`src/rtl/contour_fill.sv`:
```
// rtl/contour_fill.sv - rebuilds a solid object mask from a contour bitmap by border flood fill
module contour_fill #(
    parameter int W = 10,
    parameter int H = 10,
    localparam int N = W * H,
    localparam int CW = $clog2(W * H + 1)
) (
    input  logic          clk,
    input  logic          rst,
    input  logic          start,
    input  logic [N-1:0]  contour,
    output logic          busy,
    output logic          done,
    output logic [N-1:0]  filled,
    output logic [CW-1:0] steps,
    output logic          timeout
);

    typedef enum logic [1:0] {IDLE, ITER, DONE} state_t;

    function automatic logic [N-1:0] col_mask(input int col);
        logic [N-1:0] m;
        m = '0;
        for (int r = 0; r < H; r++) m[r*W+col] = 1'b1;
        return m;
    endfunction

    function automatic logic [N-1:0] edge_mask();
        logic [N-1:0] m;
        m = col_mask(0) | col_mask(W-1);
        for (int c = 0; c < W; c++) begin
            m[c]           = 1'b1;
            m[(H-1)*W + c] = 1'b1;
        end
        return m;
    endfunction

    localparam logic [N-1:0] COL_FIRST = col_mask(0);
    localparam logic [N-1:0] COL_LAST  = col_mask(W-1);
    localparam logic [N-1:0] BORDER    = edge_mask();
    localparam logic [CW-1:0] STEP_CAP_M1 = CW'(N - 1);

    state_t        state_q, state_d;
    logic [N-1:0]  cont_q, cont_d;
    logic [N-1:0]  bg_q, bg_d;
    logic [N-1:0]  filled_q, filled_d;
    logic [CW-1:0] steps_q, steps_d;
    logic          busy_q, busy_d;
    logic          done_q, done_d;
    logic          timeout_q, timeout_d;
    logic [N-1:0]  dil, nb;

    // Horizontal shifts are masked so a row never bleeds into its neighbour row.
    always_comb begin
        dil = (bg_q >> W) | (bg_q << W)
            | ((bg_q >> 1) & ~COL_LAST)
            | ((bg_q << 1) & ~COL_FIRST);
        nb  = bg_q | (dil & ~cont_q);
    end

    always_comb begin
        state_d   = state_q;
        cont_d    = cont_q;
        bg_d      = bg_q;
        filled_d  = filled_q;
        steps_d   = steps_q;
        busy_d    = busy_q;
        done_d    = done_q;
        timeout_d = timeout_q;
        case (state_q)
            IDLE, DONE: begin
                if (start) begin
                    cont_d    = contour;
                    bg_d      = BORDER & ~contour;
                    steps_d   = '0;
                    timeout_d = 1'b0;
                    done_d    = 1'b0;
                    busy_d    = 1'b1;
                    state_d   = ITER;
                end
            end
            ITER: begin
                if (nb == bg_q) begin
                    filled_d = ~bg_q;
                    done_d   = 1'b1;
                    busy_d   = 1'b0;
                    state_d  = DONE;
                end else begin
                    bg_d    = nb;
                    steps_d = steps_q + 1'b1;
                    // Safety net: a flood can never need more steps than there are pixels.
                    if (steps_q == STEP_CAP_M1) begin
                        filled_d  = ~nb;
                        timeout_d = 1'b1;
                        done_d    = 1'b1;
                        busy_d    = 1'b0;
                        state_d   = DONE;
                    end
                end
            end
            default: state_d = IDLE;
        endcase
    end

    always_ff @(posedge clk) begin
        if (rst) begin
            state_q   <= IDLE;
            cont_q    <= '0;
            bg_q      <= '0;
            filled_q  <= '0;
            steps_q   <= '0;
            busy_q    <= 1'b0;
            done_q    <= 1'b0;
            timeout_q <= 1'b0;
        end else begin
            state_q   <= state_d;
            cont_q    <= cont_d;
            bg_q      <= bg_d;
            filled_q  <= filled_d;
            steps_q   <= steps_d;
            busy_q    <= busy_d;
            done_q    <= done_d;
            timeout_q <= timeout_d;
        end
    end

    assign busy    = busy_q;
    assign done    = done_q;
    assign filled  = filled_q;
    assign steps   = steps_q;
    assign timeout = timeout_q;

endmodule

```
`config.mk`:
```
export PLATFORM = sky130hd
export DESIGN_NAME = contour_fill
export DESIGN_NICKNAME = d
export VERILOG_FILES = /design/src/rtl/contour_fill.sv
export SDC_FILE = /design/constraint.sdc
export NUM_CORES = 1
export LEC_CHECK = 0
export CORE_MARGIN = 2
export CORE_UTILIZATION = 48
export CTS_CLUSTER_SIZE = 28
export DETAILED_ROUTE_END_ITERATION = 6
export GPL_TIMING_DRIVEN = 0
export PLACE_DENSITY = 0.76
export SYNTH_ARGS = -nofsm -noshare
export SYNTH_HDL_FRONTEND = slang
export SYNTH_SLANG_ARGS = --single-unit
```
`constraint.sdc`:
```
create_clock -name clk -period 2.55 [get_ports clk]
set_clock_uncertainty 0.05 [all_clocks]
set_input_delay 0.765 -clock clk [delete_from_list [all_inputs] [get_ports clk]]
set_output_delay 0.765 -clock clk [all_outputs]
set_load 0.02 [all_outputs]
```
==> impl_metrics.toml, run 1 <==
[synthesis]
synth_top_area_share_pct = 47.1
synth_top_cell_by_area = "dfxtp_1"
synth_cell_types = 40
synth-seq-area-share_pct = 47.1
synth_area_um2 = 13200
yosys_warnings = 0
synth-seq-cells = 312
synth_nets = 1739
synthTopCellsByArea = "dfxtp_1, a21oi_1, nand2_1"
postSynthAreaPerCell_um2 = 8.10
synth_cells = 1635

[routing]
first_pass_iters = 7
ant_nets = 0
wl_um = 56000
drc = 2
viasPerCell = 6.50
vias = 14765
wl_per_cell_um = 24.7
drtIter0Drc = 1881

[die]
io_pins = 213
coreArea_um2 = 27000
die_area_um2 = 28900
rows = 60
die_w_um = 170
start_util_pct = 49.0
dieHeight_um = 170

[placement]
routabilityCongestion = 0.978
place_hpwl_um = 39400
port_buffers = 212
placed_area_um2 = 15900

[global_routing]
grt-busiest-layer = "met2"
use_met3_pct = 8.07
grt-ovfl-total = 0
grt_max_degree = 15
met2_usage_pct = 56.0
grt_pass1_wl_um = 81100
grt.total_usage_pct = 37.0
antenna_found_initial = 1
grt_pass1_vias = 13791
met1_usage_pct = 49.0

[worst_hold_path]
hold_path.class = "register to register"
min_from = "cont_q[65]"

[setup_path]
r2r_setup_slack_ns = -0.55
setup.worst_path.end = "filled[54]"
startpoint_type = "register"
crit_path_max_incr_delay_ns = 0.46
crit_type = "register to register"
rr_worst_depth = 11
path_buf_inv = 3
startpoint = "bg_q[98]"
path_max_fanout = 10
crit_cells = 11
worstPathRequired_ns = 2.95
critPathCaptureType = "register"
worst-endpoint-arrival_ns = 3.50
critPathTopFamily = "simple AND/OR/NAND/NOR gates"
critPathSlowestCell = "nor4_4"
r2r_start = "bg_q[98]"
cp_common_cell = "buf_6"
r2r_end = "filled[54]"
crit_chain = "buf_4, nor3_4, nor3_2, nor4_4, nand4_1, and4b_2, a21boi_2, buf_6, buf_6, or4_4, a21oi_2"

[power]
power_density_nw_per_um2 = 686
ir_drop_v = 0.000432
p_leak_uw = 0.00675

[clock_tree]
cts_max_level = 2
cts_tree = "yes"
path_clk_slew_ns = 0.06
clock_latency_ns = 0.53
numCtsBuffers = 34
cts_sinks = 312
cts.path.max_buffers = 3
cts_root_buf = "clkbuf_16"
cts_hold_buffers = 0

[sta]
final-max-slew-violation-count = 0
slew_headroom_pct = 46.1
max_clock_freq_ghz = 0.322
fin_crit_sh_pct = 122
tightest_slew_ns = 0.809
setup_viol = 297
setup_ws_ns = -0.554
hold_violations = 0
tns_ns = -106.42
finalCriticalPeriod_ns = 3.10
grt_setup_unrepaired = "true"

[finish]
nets = 2010
drive_gt1_share_pct = 18.0
final_area_um2 = 18700
area_growth_pct = 40.9
mostFrequentLayoutCells = "dfxtp_1, clkdlybuf4s50_1, nand2_1, nor2_1, a21oi_1"
final_common_cell = "dfxtp_1"

[run]
drv_cap = 0

[run_status]
violations = "DRC, setup timing"
status = "finished with violations"
[layer usage]
layer / wire (um) / up-vias
met2: 23900 / 1018
met1: 22000 / 6980
met5: 0 / -
met4: 3390 / 0
li1: - / 6550
met3: 6660 / 217
[cell type report]
| cell class | count | area (um^2) |
|---|---|---|
| diodes | 1 | 2.50 |
| repair buffers | 235 | 2380 |
| flip-flops and latches | 312 | 6310 |
| plain buffers | 118 | 753 |
| clock buffers | 47 | 1010 |
| well taps | 341 | 427 |
| inverters | 13 | 48.8 |
| fillers | 2099 | 8360 |
| multi-input cells | 1192 | 7590 |
| clock inverters | 11 | 155 |
[tightest hold or removal path, cell delays in order (launching register included)]
cell and delay [ns]:
dfxtp_1 0.31, nand2_1 0.05, a21oi_1 0.05
[cells in the mapped netlist]
library cell	number
nor2b_1	3
or2_2	5
xnor2_1	2
clkbuf_1	100
buf_1	7
a2111oi_0	6
a21boi_2	1
ha_1	1
or3_1	3
o22ai_1	2
nor4_2	4
and2_1	1
nand4b_1	1
nand2b_1	4
dfxtp_1	312
nor3_1	154
a221o_1	1
buf_6	6
a21oi_1	203
o21a_1	30
nand2_1	209
inv_1	13
nor2_1	180
o21ai_0	110
nand3_1	5
a31oi_1	2
o211ai_1	2
nor4_1	72
buf_2	5
and4_1	4
a211oi_1	36
mux2i_1	2
o31a_1	6
and3_1	2
and4b_2	1
nand4_1	1
a2111o_1	32
o32ai_1	3
a22o_1	67
or4_1	37
[sequential cells by signal (all words and copies together) (netlist names)]
| name | cells |
|---|---|
| done | 1 |
| timeout | 1 |
| steps | 7 |
| state_q | 2 |
| bg_q | 100 |
| cont_q | 100 |
| busy | 1 |
| filled | 100 |
[worst min-delay path by stage]
stage	end	slack, ns	cells after the start
after global placement	cont_q[22]	0.39	2
after floorplan	cont_q[18]	0.39	2
after global routing	filled[29]	0.43	1
final	cont_q[65]	0.41	2
after detailed placement	timeout	0.40	2
after CTS	cont_q[65]	0.41	2
[through the flow]
step                worst slack (ns)  total power (uW)  utilization [%]  cells  hold slack (ns)
global placement               -1.14              7170             58.7   2188            0.394
detailed placement             -1.13              7200             58.7   2188            0.397
floorplan                    -0.0775              6400                -   1635            0.386
global route                  -0.570             13100             69.1   2269            0.434
CTS                           -0.493             12500             66.0   2259            0.407
finish                        -0.554             12800             69.1   2270            0.405
[cells by family after synthesis]
family	share of synthesized area, %
mux	0.151
compound gates	24.2
flops	47.1
fa+ha+maj	0.0944
xor+xnor	0.132
simple gates	24.2
buf+inv	4.10
[report_power, final]
part           switching, uW  internal (uW)  total, uW  leakage, uW
Sequential               395           5080       5480      0.00256
Clock                   2040           3180       5210     0.000582
Combinational           1290            833       2130      0.00361
[what timing repair did]
item,in CTS,in global routing
pin swaps,22,59
resized for setup,195,228
buffers inserted,10,8
cloned,3,2
endpoints found under the setup margin,310,310
Note: power is estimated with default switching activity, not from simulation.
==> run 2, diff against run 1 <==
--- a/config.mk
+++ b/config.mk
@@ -5,12 +5,14 @@
 export SDC_FILE = /design/constraint.sdc
 export NUM_CORES = 1
 export LEC_CHECK = 0
+export CELL_PAD_IN_SITES_DETAIL_PLACEMENT = 0
+export CELL_PAD_IN_SITES_GLOBAL_PLACEMENT = 2
 export CORE_MARGIN = 2
-export CORE_UTILIZATION = 48
+export CORE_UTILIZATION = 28
 export CTS_CLUSTER_SIZE = 28
 export DETAILED_ROUTE_END_ITERATION = 6
 export GPL_TIMING_DRIVEN = 0
-export PLACE_DENSITY = 0.76
+export PLACE_DENSITY_LB_ADDON = 0.1
 export SYNTH_ARGS = -nofsm -noshare
 export SYNTH_HDL_FRONTEND = slang
 export SYNTH_SLANG_ARGS = --single-unit
==> impl_metrics.toml, run 2 (synthesis gave the netlist of run 1 again) <==
[placement]
dp_slack_ns = -1.55
routabilityCongestion = 0.881
placed_area_um2 = 16200
place_hpwl_um = 48800
port_buffers = 212

[finish]
nets = 2042
mostFrequentLayoutCells = "dfxtp_1, clkdlybuf4s50_1, nand2_1, nor2_1, a21oi_1"
final_area_um2 = 19500
fillers = 4861
final_common_cell = "dfxtp_1"
multi_input_area_um2 = 7510
drive_gt1_share_pct = 19.0
regArea_um2 = 6310
area_growth_pct = 47.0
n_antenna_cell = 0

[routing]
vias = 14312
drc = 12
drtIter0Drc = 1213
first_pass_iters = 7
viasPerCell = 5.56
wl_per_cell_um = 26.1
wl_um = 67200
ant_nets = 0

[die]
die_area_um2 = 49100
rows = 79
io_pins = 213
dieHeight_um = 222
coreArea_um2 = 46700
die_w_um = 222
start_util_pct = 28.4

[sta]
slew_headroom_pct = 40.1
tns_ns = -93.43
max_clock_freq_ghz = 0.318
setup_ws_ns = -0.594
hold_slack_ns = 0.409
setup_viol = 218
final-max-slew-violation-count = 0
finalCriticalPeriod_ns = 3.14
fin_crit_sh_pct = 123
grt_setup_unrepaired = "true"
tightest_slew_ns = 0.899
hold_violations = 0

[global_routing]
grt_pass1_wl_um = 97200
grt-ovfl-total = 0
grt.total_usage_pct = 26.7
grt_max_degree = 17
grt_pass1_vias = 13936
antenna_found_initial = 0

[power]
ir_drop_v = 0.000346
p_sw_uw = 4110
p_int_uw = 9780
swShare_pct = 29.6
power_density_nw_per_um2 = 713
combPwrFrac_pct = 16.5
p_total_uw = 13900
p_seq_share_pct = 39.5
p_leak_uw = 0.00704
power_frac_clock_pct = 44.0

[clock_tree]
clock_latency_ns = 0.58
cts_root_buf = "clkbuf_16"
cts_tree = "yes"
numCtsBuffers = 38
cts.path.max_buffers = 3
cts_sinks = 312
path_clk_slew_ns = 0.06
cts_max_level = 2

[run_status]
violations = "DRC, setup timing"
status = "finished with violations"

[run]
drv_cap = 0

[setup_path]
startpoint_type = "register"
critPathCaptureType = "register"
crit_path_max_incr_delay_ns = 0.60
worstPathRequired_ns = 3.00
critPathSlowestCell = "or4_4"
worst-endpoint-arrival_ns = 3.59
crit_chain = "nor3_4, nor3_1, or4_4, nor4_4, and4b_2, nand2_4, buf_4, a2111o_1, a21oi_1"
crit_type = "register to register"
path_max_fanout = 10

[worst_hold_path]
hold_path.class = "register to register"
[run 2: layout make-up]
cell class	instances	area share [%]
Tap cell	607	3.90
Buffer	114	3.68
Sequential cell	312	32.4
Timing Repair Buffer	267	14.1
Clock inverter	12	1.08
Clock buffer	58	6.06
Multi-Input combinational cell	1192	38.5
Inverter	13	0.251
[run 2: timing repair]
action                     CTS  global route
pin swaps                   72            37
cloned                      13             1
resized for setup          264           146
setup buffers               20            23
setup endpoints to repair  310           291
hold buffers                 0             0
[run 2: critical path: cells and delay by family, from the launching register on]
family | cells | cell delay (ns)
AOI/OAI and AO/OA | 2 | 0.64
DFF | 1 | 0.39
buffers and inverters | 1 | 0.22
and+or+nand+nor | 6 | 1.77
[run 2: path summary, 6_finish.rpt]
check | startpoint | to | slack (ns) | cells after the start
max | bg_q[5] | filled[68] | -0.59 | 9
min reg2reg | cont_q[65] | cont_q[65] | 0.41 | 2
max reg2reg | bg_q[5] | filled[68] | -0.59 | 9
min | cont_q[65] | cont_q[65] | 0.41 | 2
[run 2: metal layers]
layer	wire length [um]	track usage [%]
met1	30500	36.8
met2	30300	42.7
met3	4310	3.83
met4	2110	9.42
met5	0	0
[run 2: through the flow]
stage	utilization [%]	instances
5_1_grt	41.7	2575
6_report	41.7	2575
3_5_place_dp	34.7	2454
4_1_cts	40.5	2555
2_1_floorplan	-	1635
3_3_place_gp	34.7	2454
[run 2: power by group through the flow]
| stage | clock network, uW | logic [uW] | registers, uW |
|---|---|---|---|
| finish | 6110 | 2290 | 5490 |
| global route | 6390 | 2440 | 5510 |
| CTS | 6200 | 2140 | 5460 |
| detailed placement | 0 | 1850 | 5530 |
| global placement | 0 | 1840 | 5530 |
| floorplan | 0 | 1020 | 5380 |
